--- config.mk ---
export PLATFORM = sky130hd
export DESIGN_NAME = elevator_logic_flat
export DESIGN_NICKNAME = d
export VERILOG_FILES = /design/src/rtl/elevator_logic_if.sv /design/src/rtl/elevator_logic.sv /design/src/flat_wrapper.sv
export SDC_FILE = /design/constraint.sdc
export NUM_CORES = 1
export LEC_CHECK = 0
export ABC_AREA = 0
export CAP_MARGIN = 25
export CORE_ASPECT_RATIO = 1.25
export CORE_UTILIZATION = 52
export DETAILED_ROUTE_END_ITERATION = 10
export GPL_ROUTABILITY_DRIVEN = 1
export GPL_TIMING_DRIVEN = 0
export PLACE_DENSITY = 0.81
export RECOVER_POWER = 50
export SYNTH_ARGS = -nofsm -noshare
export SYNTH_HDL_FRONTEND = slang
export SYNTH_SLANG_ARGS = --single-unit
--- constraint.sdc ---
create_clock -name clk_i -period 3.5 [get_ports clk_i]
set_clock_uncertainty 0.1 [all_clocks]
set_input_delay 0.35 -clock clk_i [delete_from_list [all_inputs] [get_ports clk_i]]
set_output_delay 0.35 -clock clk_i [all_outputs]
set_load 0.1 [all_outputs]
--- src/rtl/elevator_logic_if.sv ---
// rtl/elevator_logic_if.sv - ride request and car indicator bundle for elevator_logic
interface elevator_logic_if;
   logic       request_i;
   logic [3:0] requested_current_floor_i;
   logic [3:0] requested_destination_floor_i;
   logic [3:0] floor_o;
   logic [1:0] direction_o;
   logic       request_served_o;

   modport master (
      output request_i, requested_current_floor_i, requested_destination_floor_i,
      input  floor_o, direction_o, request_served_o
   );

   modport slave (
      input  request_i, requested_current_floor_i, requested_destination_floor_i,
      output floor_o, direction_o, request_served_o
   );
endinterface

--- src/rtl/elevator_logic.sv ---
// rtl/elevator_logic.sv - single-car elevator controller serving one ride at a time
module elevator_logic #(
   parameter int MAXFLOORS    = 10,
   parameter int MINFLOORS    = 0,
   parameter int FLOOR_CYCLES = 4,
   parameter int DOOR_CYCLES  = 2
) (
   input  logic              clk_i,
   input  logic              rst_i,
   elevator_logic_if.slave   bus
);
   localparam int CMAX = (FLOOR_CYCLES > DOOR_CYCLES) ? FLOOR_CYCLES : DOOR_CYCLES;
   localparam int CW   = $clog2(CMAX + 1);

   typedef enum logic [2:0] {
      IDLE, MOVE_PICK, DOOR_PICK, MOVE_DEST, DOOR_DEST, SERVED
   } state_t;

   state_t        state_q, state_d;
   logic [3:0]    floor_q, floor_d;
   logic [3:0]    target_q, target_d;
   logic [3:0]    dest_q, dest_d;
   logic [CW-1:0] cnt_q, cnt_d;
   logic          armed_q, armed_d;
   logic          pick_ok, dest_ok, moving;

   // int compare keeps the range check well-defined for any MINFLOORS, including 0
   assign pick_ok = (int'(bus.requested_current_floor_i) >= MINFLOORS) &&
                    (int'(bus.requested_current_floor_i) <= MAXFLOORS);
   assign dest_ok = (int'(bus.requested_destination_floor_i) >= MINFLOORS) &&
                    (int'(bus.requested_destination_floor_i) <= MAXFLOORS);

   always_ff @(posedge clk_i) begin
      if (rst_i) begin
         state_q  <= IDLE;
         floor_q  <= 4'(MINFLOORS);
         target_q <= 4'(MINFLOORS);
         dest_q   <= 4'(MINFLOORS);
         cnt_q    <= '0;
         armed_q  <= 1'b1;
      end else begin
         state_q  <= state_d;
         floor_q  <= floor_d;
         target_q <= target_d;
         dest_q   <= dest_d;
         cnt_q    <= cnt_d;
         armed_q  <= armed_d;
      end
   end

   always_comb begin
      state_d  = state_q;
      floor_d  = floor_q;
      target_d = target_q;
      dest_d   = dest_q;
      cnt_d    = cnt_q;
      armed_d  = armed_q;
      if (!bus.request_i) armed_d = 1'b1;
      case (state_q)
         IDLE: begin
            if (bus.request_i && armed_q && pick_ok && dest_ok) begin
               target_d = bus.requested_current_floor_i;
               dest_d   = bus.requested_destination_floor_i;
               cnt_d    = '0;
               armed_d  = 1'b0;
               state_d  = MOVE_PICK;
            end
         end
         MOVE_PICK, MOVE_DEST: begin
            if (floor_q == target_q) begin
               cnt_d   = '0;
               state_d = (state_q == MOVE_PICK) ? DOOR_PICK : DOOR_DEST;
            end else if (cnt_q == CW'(FLOOR_CYCLES - 1)) begin
               cnt_d   = '0;
               floor_d = (target_q > floor_q) ? floor_q + 4'd1 : floor_q - 4'd1;
            end else begin
               cnt_d = cnt_q + 1'b1;
            end
         end
         DOOR_PICK, DOOR_DEST: begin
            if (cnt_q == CW'(DOOR_CYCLES - 1)) begin
               cnt_d = '0;
               if (state_q == DOOR_PICK) begin
                  target_d = dest_q;
                  state_d  = MOVE_DEST;
               end else begin
                  state_d = SERVED;
               end
            end else begin
               cnt_d = cnt_q + 1'b1;
            end
         end
         SERVED:  state_d = IDLE;
         default: state_d = IDLE;
      endcase
   end

   assign moving = (state_q == MOVE_PICK) || (state_q == MOVE_DEST);

   assign bus.floor_o          = floor_q;
   assign bus.request_served_o = (state_q == SERVED);
   assign bus.direction_o      = !moving              ? 2'b00 :
                                 (target_q > floor_q) ? 2'b01 :
                                 (target_q < floor_q) ? 2'b10 : 2'b00;
endmodule

--- src/flat_wrapper.sv ---
// flat-port wrapper written by rule: the top's interface ports become plain ports
module elevator_logic_flat 
#(
   parameter int MAXFLOORS    = 10,
   parameter int MINFLOORS    = 0,
   parameter int FLOOR_CYCLES = 4,
   parameter int DOOR_CYCLES  = 2
)
  (clk_i, rst_i, bus_request_i, bus_requested_current_floor_i, bus_requested_destination_floor_i, bus_floor_o, bus_direction_o, bus_request_served_o);
  elevator_logic_if bus_i ();
  input  logic clk_i;
  input  logic rst_i;
  input wire logic [$bits(bus_i.request_i)-1:0] bus_request_i;
  input wire logic [$bits(bus_i.requested_current_floor_i)-1:0] bus_requested_current_floor_i;
  input wire logic [$bits(bus_i.requested_destination_floor_i)-1:0] bus_requested_destination_floor_i;
  output wire logic [$bits(bus_i.floor_o)-1:0] bus_floor_o;
  output wire logic [$bits(bus_i.direction_o)-1:0] bus_direction_o;
  output wire logic [$bits(bus_i.request_served_o)-1:0] bus_request_served_o;
  assign bus_i.request_i = bus_request_i;
  assign bus_i.requested_current_floor_i = bus_requested_current_floor_i;
  assign bus_i.requested_destination_floor_i = bus_requested_destination_floor_i;
  assign bus_floor_o = bus_i.floor_o;
  assign bus_direction_o = bus_i.direction_o;
  assign bus_request_served_o = bus_i.request_served_o;
  elevator_logic #(.MAXFLOORS(MAXFLOORS), .MINFLOORS(MINFLOORS), .FLOOR_CYCLES(FLOOR_CYCLES), .DOOR_CYCLES(DOOR_CYCLES)) u_core (.clk_i(clk_i), .rst_i(rst_i), .bus(bus_i));
endmodule
==> reports/metrics.yaml <==
syn_nets: 160
setup_tns_ps: 0
pwr-share-clk_pct: 13.8
fin_area_sq_mm: 0.001368
hold_depth: 2
seqPwrFrac_pct: 35.5
clockBufferDepth: 2
register_area_sq_um: 380.4
setup_viol: 0
num_vias: 1039
post_cts_resized: 0
seq_area_frac_synth_pct: 33.01
gp_congestion: 0.8252
synth_flop_cell: "dfxtp_1"
antenna_found_initial: 0
yosys_warnings: 0
rsz0062_at_grt: "false"
start_util_pct: 56.85
grt_max_degree: 11
io_buffers: 17
finalCriticalPeriod_ps: 3295
drt_iter0_markers: 38
path_cells: "inv_1 > ha_1 > nor2b_1 > o211ai_1 > and3_1 > clkdlybuf4s50_1"
syn_area_sq_mm: 0.001152
p_per_area_mw_per_mm2: 585.3
numCtsBuffers: 3
die_y_um: 54.63
grt_usage_pct: 21.03
post-route-util_pct: 67.47
final_common_cell: "dfxtp_1"
drt-wirelength-per-cell_um: 12.79
fill_cells: 173
tritoncts: "built"
final_nets: 182
drc: 0
postCtsHoldBufs: 0
antenna_left: 0
syn_area_per_cell_sq_um: 8.350
p_comb_share_pct: 50.7
reg2reg_depth: 12
die_w_um: 44.11
synthArstFlopShare_pct: 0
cts-htree-levels: 1
crit_start: "u_core.bus.floor_o[1]"
synth.distinct_cells: 38
coreArea_sq_mm: 0.002027
grt_pass1_wl_mm: 3.732
critPathSlowestCell: "clkdlybuf4s50_1"
worst_pin_slew_ps: 967.3
viasPerCell: 5.804
r2r_setup_slack_ps: 640
row_count: 18
crit_buf_inv: 2
finalMaxSlewViolations: 0
clk_root_buffer_cell: "clkbuf_4"
antennaDiodeCount: 0
critical_path_required_ps: 3050
multi_input_area_sq_um: 708.2
hold_start: "u_core.dest_q[0]"
hold_end: "u_core.dest_q[0]"
p_leak_uw: 0.0005294
hold_path.class: "register to register"
drt_pass1_iterations: 7
synth_edf_count: 0
timing.fmax_mhz: 303.5
maxCapViolations: 0
status: "completed"
clock_latency_ps: 300
startpoint_type: "register"
fp.dieArea_sq_mm: 0.002409
path_class: "register to primary output"
timing.final.crit_share_pct: 94.15
path_clk_slew_ps: 90
ir_drop_v: 0.0004068
hold_viol: 0
hpwlAfterDp_mm: 1.788
grt_pass1_vias: 898
cp.arrival_ps: 2850
sw_frac_of_total_pct: 42.94
crit_family: "buffers and inverters"
power.net_switching_uw: 343.7
most-common-layout-cells: "dfxtp_1, nand2_1, nor2_1, clkdlybuf4s50_1, ha_1"
r2r_start: "u_core.bus.floor_o[1]"
ios: 18
clock-sinks: 19
hold_slack_ps: 359.0
grt-ovfl-total: 0
cpPeakStageDelay_ps: 1130
relSlewSlack_pct: 35.31
dp_cells: 175
wl_mm: 2.289
area_growth_pct: 18.68
endpoint_kind: "primary output"
final_cells: 179
post_cts_buffers: 0
drive_gt1_share_pct: 4.403
placed_area_sq_mm: 0.001351
ys_ff_latch: 19
reg2reg_to: "u_core.bus.floor_o[3]"
syn-instance-count: 138
path_max_fanout: 5
p_int_uw: 456.7
layer usage:
metal	global-route usage, %	routed length (um)	vias up
li1	-	-	532
met1	25.20	1020	473
met2	34.56	1126	27
met3	2.640	75	7
met4	15.15	67	0
met5	0	0	-
registers in the layout, indices dropped and copies added (netlist names):
signal and flops:
u_core.bus.floor_o 4, u_core.target_q 4, u_core.cnt_q 3, u_core.armed_q 1, u_core.state_q 3, u_core.dest_q 4
cell usage after synthesis (all sizes together) (3+ instances only):
cell type	number	area (sq um)
a222oi	4	40.04
clkbuf	5	18.77
dfxtp	19	380.4
nor2	15	56.30
nor3	4	20.02
ha	10	125.1
a21oi	7	35.03
a22o	4	35.03
a21o	4	30.03
buf	3	16.26
nand2b	5	31.28
o21ai	4	20.01
inv	7	26.28
nor2b	4	27.53
nand2	18	67.56
cell type report:
type,instances,area share [%]
plain buffers,8,2.287
clock buffers,4,1.921
repair buffers,17,12.44
well taps,20,1.830
inverters,7,1.921
multi-input cells,104,51.78
flip-flops and latches,19,27.81
worst min-delay path, cell delays in order, from the launching register on:
cell     delay, ps
dfxtp_1        320
nand2_1         50
a21oi_1         50
worst max-delay path by stage:
stage | endpoint | slack [ps] | depth (start not counted)
2_1_floorplan | u_core.bus.floor_o[3] | 170 | 12
5_1_grt | bus_direction_o[1] | 90 | 6
3_3_place_gp | bus_direction_o[1] | 560 | 6
3_5_place_dp | bus_direction_o[1] | 510 | 6
6_report | bus_direction_o[1] | 200 | 6
4_1_cts | bus_direction_o[1] | 180 | 6
through the flow:
step | total power [uW] | setup slack (ps)
floorplan | 602.3 | 169.1
global placement | 678.8 | 558.6
detailed placement | 690.1 | 508.1
CTS | 804.7 | 176.1
global route | 854.9 | 85.22
finish | 800.4 | 204.9
kinds of logic (layout without fill, tap and decap cells):
kind of cell | Yosys count | after routing | share of synthesized area (%)
compound gates | 32 | 32 | 20.41
xor+xnor | 4 | 4 | 3.041
fa+ha+maj | 12 | 12 | 13.46
buf+inv | 15 | 36 | 5.320
flops | 19 | 19 | 33.01
mux | 3 | 3 | 2.714
simple gates | 53 | 53 | 22.04
power groups by stage:
stage | Clock [uW] | Sequential (uW) | Combinational, uW
floorplan | 0 | 280 | 323
global placement | 0 | 285 | 394
detailed placement | 0 | 287 | 403
CTS | 115 | 282 | 407
global route | 122 | 288 | 445
finish | 111 | 284 | 406
Power figures use the tool's default switching activity.
